<file path="config.mk">
export PLATFORM = sky130hd
export DESIGN_NAME = braille_cell_sequencer
export DESIGN_NICKNAME = d
export VERILOG_FILES = /design/src/rtl/braille_cell_sequencer.sv
export SDC_FILE = /design/constraint.sdc
export NUM_CORES = 1
export LEC_CHECK = 0
export CAP_MARGIN = 10
export CORE_UTILIZATION = 57
export CTS_CLUSTER_DIAMETER = 60
export DETAILED_ROUTE_END_ITERATION = 6
export PLACE_DENSITY = 0.83
export SYNTH_ARGS = -nofsm -noshare
export SYNTH_HDL_FRONTEND = slang
export SYNTH_SLANG_ARGS = --single-unit
</file>
<file path="constraint.sdc">
create_clock -name clk -period 3.2 [get_ports clk]
set_clock_uncertainty 0.1 [all_clocks]
set_input_delay 0.48 -clock clk [delete_from_list [all_inputs] [get_ports clk]]
set_output_delay 0.48 -clock clk [all_outputs]
set_load 0.03 [all_outputs]
</file>
<file path="src/rtl/braille_cell_sequencer.sv">
// Steps a packed BCD word MSD-first onto a single Braille cell, with a dwell per digit and an optional blank gap.
// Leading-zero suppression, sticky invalid-digit flag, abort, and a one-cycle done pulse.
module braille_cell_sequencer #(
  parameter int NUM_DIGITS   = 4,
  parameter int DWELL_CYCLES = 30,
  parameter int GAP_CYCLES   = 2,
  parameter int CNT_W        = 8,
  localparam int IDX_W       = (NUM_DIGITS > 1) ? $clog2(NUM_DIGITS) : 1
) (
  input  logic                    clk,
  input  logic                    rst_n,
  input  logic                    start,
  input  logic [4*NUM_DIGITS-1:0] in_bcd,
  input  logic                    lz_en,
  input  logic                    abort,
  output logic                    ready,
  output logic                    busy,
  output logic [3:0]              bcd_out,
  output logic                    cell_valid,
  output logic [IDX_W-1:0]        digit_idx,
  output logic                    done,
  output logic                    err
);

  typedef enum logic [1:0] {IDLE, SHOW, GAP, DONE} state_t;

  localparam logic [IDX_W-1:0] LAST_IDX   = IDX_W'(NUM_DIGITS - 1);
  localparam logic [CNT_W-1:0] DWELL_LAST = CNT_W'(DWELL_CYCLES - 1);
  localparam logic [CNT_W-1:0] GAP_LAST   = CNT_W'((GAP_CYCLES > 0) ? GAP_CYCLES - 1 : 0);

  state_t                  state;
  logic [4*NUM_DIGITS-1:0] word;
  logic                    lz;
  logic [CNT_W-1:0]        cnt;

  // {cell_valid, bcd_out} for a digit; a digit is suppressed only when it and every higher digit are zero.
  function automatic logic [4:0] cell_of(input logic [4*NUM_DIGITS-1:0] w,
                                         input logic [IDX_W-1:0] idx,
                                         input logic lz_on);
    logic [3:0] d;
    logic       hi_zero;
    d       = w[4*int'(idx) +: 4];
    hi_zero = 1'b1;
    for (int i = 0; i < NUM_DIGITS; i++) begin
      if (i >= int'(idx) && w[4*i +: 4] != 4'd0) hi_zero = 1'b0;
    end
    if (d > 4'd9) return 5'd0;
    if (lz_on && idx != '0 && hi_zero) return 5'd0;
    return {1'b1, d};
  endfunction

  function automatic logic any_bad(input logic [4*NUM_DIGITS-1:0] w);
    logic bad;
    bad = 1'b0;
    for (int i = 0; i < NUM_DIGITS; i++) begin
      if (w[4*i +: 4] > 4'd9) bad = 1'b1;
    end
    return bad;
  endfunction

  assign ready = (state == IDLE);
  assign busy  = (state != IDLE);

  always_ff @(posedge clk or negedge rst_n) begin
    if (!rst_n) begin
      state      <= IDLE;
      word       <= '0;
      lz         <= 1'b0;
      cnt        <= '0;
      digit_idx  <= '0;
      bcd_out    <= 4'd0;
      cell_valid <= 1'b0;
      done       <= 1'b0;
      err        <= 1'b0;
    end else begin
      done <= 1'b0;
      if (state != IDLE && abort) begin
        state      <= IDLE;
        cnt        <= '0;
        digit_idx  <= '0;
        bcd_out    <= 4'd0;
        cell_valid <= 1'b0;
      end else begin
        case (state)
          IDLE: begin
            if (start) begin
              word                  <= in_bcd;
              lz                    <= lz_en;
              err                   <= any_bad(in_bcd);
              digit_idx             <= LAST_IDX;
              cnt                   <= '0;
              {cell_valid, bcd_out} <= cell_of(in_bcd, LAST_IDX, lz_en);
              state                 <= SHOW;
            end
          end
          SHOW: begin
            if (cnt == DWELL_LAST) begin
              cnt <= '0;
              if (digit_idx == '0) begin
                state      <= DONE;
                done       <= 1'b1;
                bcd_out    <= 4'd0;
                cell_valid <= 1'b0;
              end else begin
                digit_idx <= digit_idx - 1'b1;
                if (GAP_CYCLES == 0) begin
                  {cell_valid, bcd_out} <= cell_of(word, digit_idx - 1'b1, lz);
                end else begin
                  state      <= GAP;
                  bcd_out    <= 4'd0;
                  cell_valid <= 1'b0;
                end
              end
            end else begin
              cnt <= cnt + 1'b1;
            end
          end
          GAP: begin
            if (cnt == GAP_LAST) begin
              cnt                   <= '0;
              state                 <= SHOW;
              {cell_valid, bcd_out} <= cell_of(word, digit_idx, lz);
            end else begin
              cnt <= cnt + 1'b1;
            end
          end
          DONE: begin
            state     <= IDLE;
            digit_idx <= '0;
          end
          default: state <= IDLE;
        endcase
      end
    end
  end

endmodule

</file>
# Word level (Yosys, flattened, before mapping)
# Cells that the tools add are included.
[totals]
elab_cells = 124
out_inout_bits = 11
regBits = 36
[op_classes]
reduce_logical = 23
n_bitwise = 1
addsub = 2
n_eq_ne = 9
n_mux = 71
n_lt_le_gt_ge = 8
shifts = 1
[op_table]
columns = ["op", "count"]
rows = [
  ["1-bit 2-to-1 mux", 42],
  ["5-bit 2-to-1 mux", 8],
  ["8-bit 2-to-1 mux", 4],
  ["4-bit nonzero test", 7],
  ["8-bit case mux with 3 select lines", 1],
  ["4-bit > comparator (second input constant)", 5],
  ["2-bit 2-to-1 mux", 8],
  ["4-bit 2-to-1 mux", 4],
  ["16-bit by 5-bit variable part select with 4-bit output", 1],
  ["4-bit case mux with 3 select lines", 1],
  ["3-bit inequality test (second input constant)", 3],
  ["8-bit by 1-bit adder with 8-bit output (second input constant)", 1],
  ["8-bit by 1-bit equality test with 1-bit output (second input constant)", 1],
  ["8-bit by 5-bit equality test with 1-bit output (second input constant)", 1],
  ["2-bit case mux with 4 select lines", 1],
  ["4-bit AND reduction", 2],
  ["1-bit logical AND", 7],
  ["2-bit case mux with 3 select lines", 1],
  ["3-bit AND reduction", 2],
  ["2-bit equality test (second input constant)", 2],
  ["1-bit by 2-bit greater-or-equal comparator with 1-bit output (first input constant)", 2],
  ["2-bit logical NOT", 2],
  ["2-bit nonzero test", 2],
  ["3-bit by 2-bit inequality test with 1-bit output (second input constant)", 1],
  ["other kinds (6)", 6],
]

# Longest topological paths before layout
[logic_depth]
ltp_word = 20
mapped_depth = 8
depth_no_buf = 7

# Worst setup path after synthesis
# OpenSTA, ideal clock, no wires.
[synth_path]
path_type = "reg-to-reg"
startpoint = "register state[0]"
endpoint = "register cnt[6]"
path_stages_with_launch = 8
t_required_ns = 2.996
path_slack_ns = 1.005
arrival_ns = 1.991
cell_sequence = "dfrtp_1 -> inv_1 -> ha_1 -> nand2b_2 -> nand3_1 -> a31oi_4 -> nand2b_2 -> o311ai_1"
[synth_rtl]
columns = ["item", "line", "text"]
rows = [
  ["start: declaration", "31", "state_t state;"],
  ["start signal: assignment", "66", "state <= IDLE;"],
  ["start signal: assignment", "78", "state <= IDLE;"],
  ["start signal: assignment", "93", "state <= SHOW;"],
  ["2-bit logical NOT (*)", "-", ""],
  ["via ready", "16", "output logic ready,"],
  ["8-bit case mux with 3 select lines (tied with other cells)", "84", "case (state)"],
  ["8-bit 2-to-1 mux / 2-bit AND reduction (equally long branches)", "-", ""],
  ["end signal: assignment", "115", "cnt <= cnt + 1'b1;"],
  ["end signal: assignment", "124", "cnt <= cnt + 1'b1;"],
  ["end: declaration", "34", "logic [CNT_W-1:0] cnt;"],
]
# The timed path passes the listed nets; every way through them passes the cells marked *.
# A chain may end at the register's enable or synchronous reset.

# Worst setup path in the final report
[layout_path]
startpoint = "register state[1]"
endpoint = "output ready"
[layout_via]
elab_chain_cells = 1
[layout_rtl]
columns = ["item", "line", "text"]
rows = [
  ["2-bit logical NOT", "61", "assign ready = (state == IDLE);"],
  ["end: declaration", "16", ""],
]
# Every way passes these cells.

==> results.toml <==
[critical_path]
path_class = "register to output pin"
path_cells = "inv_1 > ha_1 > clkdlybuf4s50_1"
endpoint_kind = "output pin"
start_kind = "register"
crit_fanout = 8
arrival_ns = 1.87
rrSetupSlack_ns = 0.92
required_ns = 2.62
max_stage_delay_ns = 0.71
worst_path_max_delay_cell = "clkdlybuf4s50_1"

[finish]
nets = 245
drive_above_1_share = 0.176
diodes = 0
final_common_cell = "dfrtp_1"
n_fill_cell = 262
finalInstanceArea_sq_mm = 0.00243
areaGrowthSynthToFinish_pct = 20.5
final_cell_mix = "dfrtp_1, clkdlybuf4s50_1, mux2_2, inv_1, nand3_1"

[drt]
wl_met2_um = 2080
dr.pass1.iters = 4
drc = 0
first_iter_violations = 88
highest_layer = "met4"
via_per_inst = 6.18
routedWlPerCell_um = 15.9
ant_nets = 0
wl_um = 4150
met1Wirelength_um = 1720
wl_met3_um = 265
vias = 1620

[place]
gp_congestion = 0.930
placed_cell_area_sq_mm = 0.00237
portBuffers = 31
dp_hpwl_um = 3170

[sta]
rsz0062_at_grt = "false"
post-route-min-period_ns = 2.45
tns_ns = 0
max_freq_mhz = 408
hold_violations = 0
slew_headroom = 0.488
fin_crit_sh = 0.766
setup_violations = 0
tightestPinTransition_ns = 0.767
maxSlewViolCount = 0

[run_status]
status = "complete, no violations"

[job]
drv_cap = 0

[yosys]
ys_seq_area_frac = 0.447
ys_seq_elements = 36
ys_types = 42
synth_ff_type = "dfrtp_1"
synth_enable_flop_cells = 0
syn_area_per_cell_sq_um = 11.1
yosysWarnings = 0
async_flop_share = 1.00
syn_nets = 212
syn_area_sq_mm = 0.00202
syn_inst = 182

[floorplan]
die_h_um = 61.5
die_w_um = 61.5
core_sq_mm = 0.00336
die-area_sq_mm = 0.00378
start_util = 0.600
rows = 21
io_pins = 32

[power]
power.total_w = 0.00234
power.density_mw_per_mm2 = 963
peakVddDrop_mv = 0.454
leakagePower_nw = 1.00

[clock_tree]
clk_latency_ns = 0.34
post_cts_buffers = 0
ctsResizeCount = 0
clockBufferDepth = 2
cts_tree = "done"
htree_levels = 2
hold_buffers = 0
cts-root-buf = "clkbuf_4"
numCtsBuffers = 5
cts_sinks = 36
cts.clk_slew.worst_paths_ns = 0.11

[grt]
globalRouteOverflowTotal = 0
track_usage = 0.245
grt_pass1_wl_um = 6540
antenna_found_initial = 0
grt_max_degree = 37
first_global_vias = 1518

[hold_path]
hold_path_class = "register to register"
## worst max-delay path: cells and delay by family, from the launching register on
kind       cells  cell delay [ns]
fa+ha+maj      1             0.28
flops          1             0.44
buf+inv        2             0.81
## Yosys cell counts, types with 2 or more instances
master | n | area (sq um)
a211oi_1 | 3 | 22.5
a21o_1 | 4 | 30.0
a21oi_1 | 6 | 30.0
a22o_1 | 6 | 52.6
a22oi_1 | 2 | 15.0
a31oi_1 | 3 | 18.8
and2_1 | 2 | 12.5
and3_1 | 2 | 12.5
clkbuf_1 | 6 | 22.5
dfrtp_1 | 36 | 901
ha_1 | 9 | 113
inv_1 | 11 | 41.3
mux2_2 | 17 | 191
mux4_2 | 4 | 90.1
nand2_1 | 8 | 30.0
nand2b_2 | 2 | 17.5
nand3_1 | 10 | 50.1
nand4_1 | 3 | 18.8
nor2_1 | 8 | 30.0
nor3_1 | 3 | 15.0
nor4_1 | 4 | 25.0
o211ai_1 | 3 | 22.5
o21ai_0 | 7 | 35.0
o22ai_1 | 2 | 12.5
o311ai_1 | 2 | 17.5
o31ai_1 | 3 | 22.5
## final timing paths
kind	from	end	cells after the start
worst max-delay path	state[1]	ready	3
min in group asynchronous	rst_n	cell_valid	2
worst min-delay path	err	err	1
worst max register to register	state[1]	cnt[2]	7
worst min register to register	err	err	1
max in group asynchronous	rst_n	cnt[5]	2
## logic make-up after synthesis
group / share of synthesized area
compound gates: 0.177
fa+ha+maj: 0.0558
buf+inv: 0.0341
flops: 0.447
mux: 0.147
simple gates: 0.140
## power breakdown
group          switching [W]  total (W)  leakage (nW)  internal, W
registers           0.000199   0.000834         0.453     0.000635
clock network       0.000143   0.000251        0.0326     0.000108
logic               0.000649    0.00126         0.515     0.000607
## per-layer routing
metal,vias to the layer above,GRT usage
met3,11,0.0609
met2,67,0.419
li1,757,-
met1,785,0.289
met5,-,0
met4,0,0.114
## stage by stage
step / std cells / worst slack, ns / util / hold WS, ns
2_1_floorplan: 182 / 1.01 / - / 0.0844
3_3_place_gp: 254 / 0.958 / 0.705 / 0.367
3_5_place_dp: 254 / 0.878 / 0.705 / 0.373
4_1_cts: 262 / 0.724 / 0.723 / 0.401
5_1_grt: 262 / 0.662 / 0.723 / 0.415
6_report: 262 / 0.750 / 0.723 / 0.394
## final cells by class
cell class,instances,area [sq um],share of cell area
sequential,36,901,0.371
timing repair buffer,33,325,0.134
inverter,11,41.3,0.0170
multi-input combinational,128,1050,0.431
clock buffer,8,58.8,0.0242
tap,46,57.6,0.0237
## registers in the layout, indices dropped and copies added (netlist names)
| name | count |
|---|---|
| cnt | 8 |
| bcd_out | 4 |
| cell_valid | 1 |
| word | 16 |
| done | 1 |
| digit_idx | 2 |
| state | 2 |
| lz | 1 |
| err | 1 |
Note: power is estimated with default switching activity, not from simulation.
==> variant, RTL diff (same flow settings) <==
Re-encode `state_t` (4 states) as Gray code, 2 bits wide.
--- a/src/rtl/braille_cell_sequencer.sv
+++ b/src/rtl/braille_cell_sequencer.sv
@@ -24,3 +24,3 @@
 
-  typedef enum logic [1:0] {IDLE, SHOW, GAP, DONE} state_t;
+  typedef enum logic [1:0] {IDLE = 2'b00, SHOW = 2'b01, GAP = 2'b11, DONE = 2'b10} state_t;
 
Behaviour: no difference found for any inputs over 10 cycles, from zero or initial values and one cycle with rst_n low; not proved beyond that.
==> variant against the unedited design <==
The flow now finishes with violations (design-rule violations). Sequential cell count unchanged. Design area increased by 0.57%. Worst setup slack got worse by 0.17 ns. Routed wire length increased by 11%. Synthesized area increased by 1.4%. First-iteration DRC count increased by 100%. Power decreased by 2.3%.
==> variant: results (changes against the unedited design) <==
status: "finished with violations"
violations: "design-rule violations"
relSlewSlack_pct: 60.9  # +12 points
worstPathMaxFanout: 11  # +3
whs_path_depth: 1  # unchanged
wl_met1_um: 1940  # +13%
yosysSeqAreaShare_pct: 44.1  # -0.60 points
ys_warn_count: 0  # unchanged
numCtsBuffers: 5  # unchanged
irDropWorstVdd_v: 0.000459  # +0.97%
grt_max_degree: 37  # unchanged
hold_path.class: "reg2reg"
synth_compound_area_share_pct: 12.9  # -4.8 points
pre_cts_slack_ns: 0.679  # -0.199 ns
clk_pin_slew_worst_paths_ns: 0.11  # about the same
avgSynthCellArea_um2: 10.4  # -5.9%
antenna_found_initial: 0  # unchanged
holdPathEnd: "err"
drc: 8  # +8
clk_path_buf_depth: 2  # unchanged
ys_top_cells_by_area: "dfrtp_1 44%, mux2_2 9.4%, ha_1 5.5%"
drtPass1Iterations: 7  # +3
syn_nets: 226  # +6.6%
critPathArrivalTime_ns: 2.73  # +0.86 ns
top_layer: "met4"
finalNetCount: 259  # +5.7%
root_buffer: "clkbuf_4"
fin_cells: 276  # +5.3%
grt_use_total_pct: 28.0  # +3.5 points
routabilityCongestion: 0.918  # -1.2%
place_area_um2: 2390  # +0.58%
wl_um: 4610  # +11%
wl_met2_um: 2300  # +10%
first_global_vias: 1606  # +5.8%
cts-resized-gates: 0  # unchanged
antenna_cells: 0  # unchanged
synth-async-reset-ratio_pct: 100  # unchanged
fillers: 254  # -3.1%
p_leak_nw: 1.04  # +4.1%
wl_met3_um: 303  # +14%
holdWs_ns: 0.385  # -0.00815 ns
critPathSlowestCell: "nor3_2"
r2r_cells: 7  # unchanged
synthTopCellsByCount: "36 x dfrtp_1, 19 x nand2_1, 17 x mux2_2, 12 x inv_1, 12 x nor2_1"
r2r_slack_ns: 0.58  # -0.34 ns
synthAdderAreaFrac_pct: 5.51  # -0.075 points
max_stage_delay_ns: 0.47  # -0.24 ns
worstReg2RegEnd: "cnt[2]"
hpwlAfterDp_um: 3360  # +5.9%
dp_cells: 268  # +5.5%
drt_iter0_drc: 179  # +100%
drive_above_1_share_pct: 17.0  # -0.64 points
grt_pass1_wl_um: 7590  # +16%
synth_xor_area_share_pct: 0.857  # +0.86 points
synth_mux_area_share_pct: 14.3  # -0.44 points
vias_per_cell: 6.09  # -1.4%
==> variant: changes by cell type after synthesis, moves of 3 or more <==
cell / unedited run / this run
nand2b_1: 1 / 4
a21oi_1: 6 / 10
nor2_1: 8 / 12
buf_2: 1 / 4
clkbuf_1: 6 / 2
a31oi_1: 3 / 0
a211oi_1: 3 / 0
a22o_1: 6 / 1
nor3_2: 0 / 3
o211ai_1: 3 / 0
nand2_1: 8 / 19
a32o_1: 1 / 5
==> variant: where the power goes <==
group	leakage, nW	internal, mW	switching (mW)
clock	0.0326	0.108	0.153
sequential	0.455	0.634	0.190
combinational	0.554	0.570	0.634
total	1.04	1.31	0.976
==> variant: layout make-up <==
type	count	area share (%)
Multi-Input combinational cell	140	42.9
Sequential cell	36	36.8
Timing Repair Buffer	34	13.6
Clock buffer	8	2.41
Tap cell	46	2.35
Inverter	12	1.84
==> variant: layer usage <==
layer / global-route usage [%] / up-vias
li1: - / 771
met1: 38.4 / 826
met2: 43.6 / 78
met3: 5.38 / 7
met4: 12.4 / 0
met5: 0 / -
==> variant: worst max-delay path, delay by kind of cell, from the launching register on <==
family / cells / cell delay [ns]
AND/OR/NAND/NOR: 3 / 0.95
buffers and inverters: 1 / 0.09
flip-flops: 1 / 0.43
AO/OA/AOI/OAI: 2 / 0.55
adder cells (fa/ha/maj): 1 / 0.35
==> variant: worst max-delay path by stage <==
stage / slack (ns) / endpoint / depth (start not counted) / startpoint
after floorplan: 0.97 / word[0] / 6 / state[0]
after detailed placement: 0.68 / cnt[2] / 5 / abort
final: 0.58 / cnt[2] / 7 / state[1]
after global routing: 0.52 / cnt[2] / 6 / state[0]
after global placement: 0.91 / cnt[2] / 5 / abort
after CTS: 0.68 / ready / 3 / state[0]
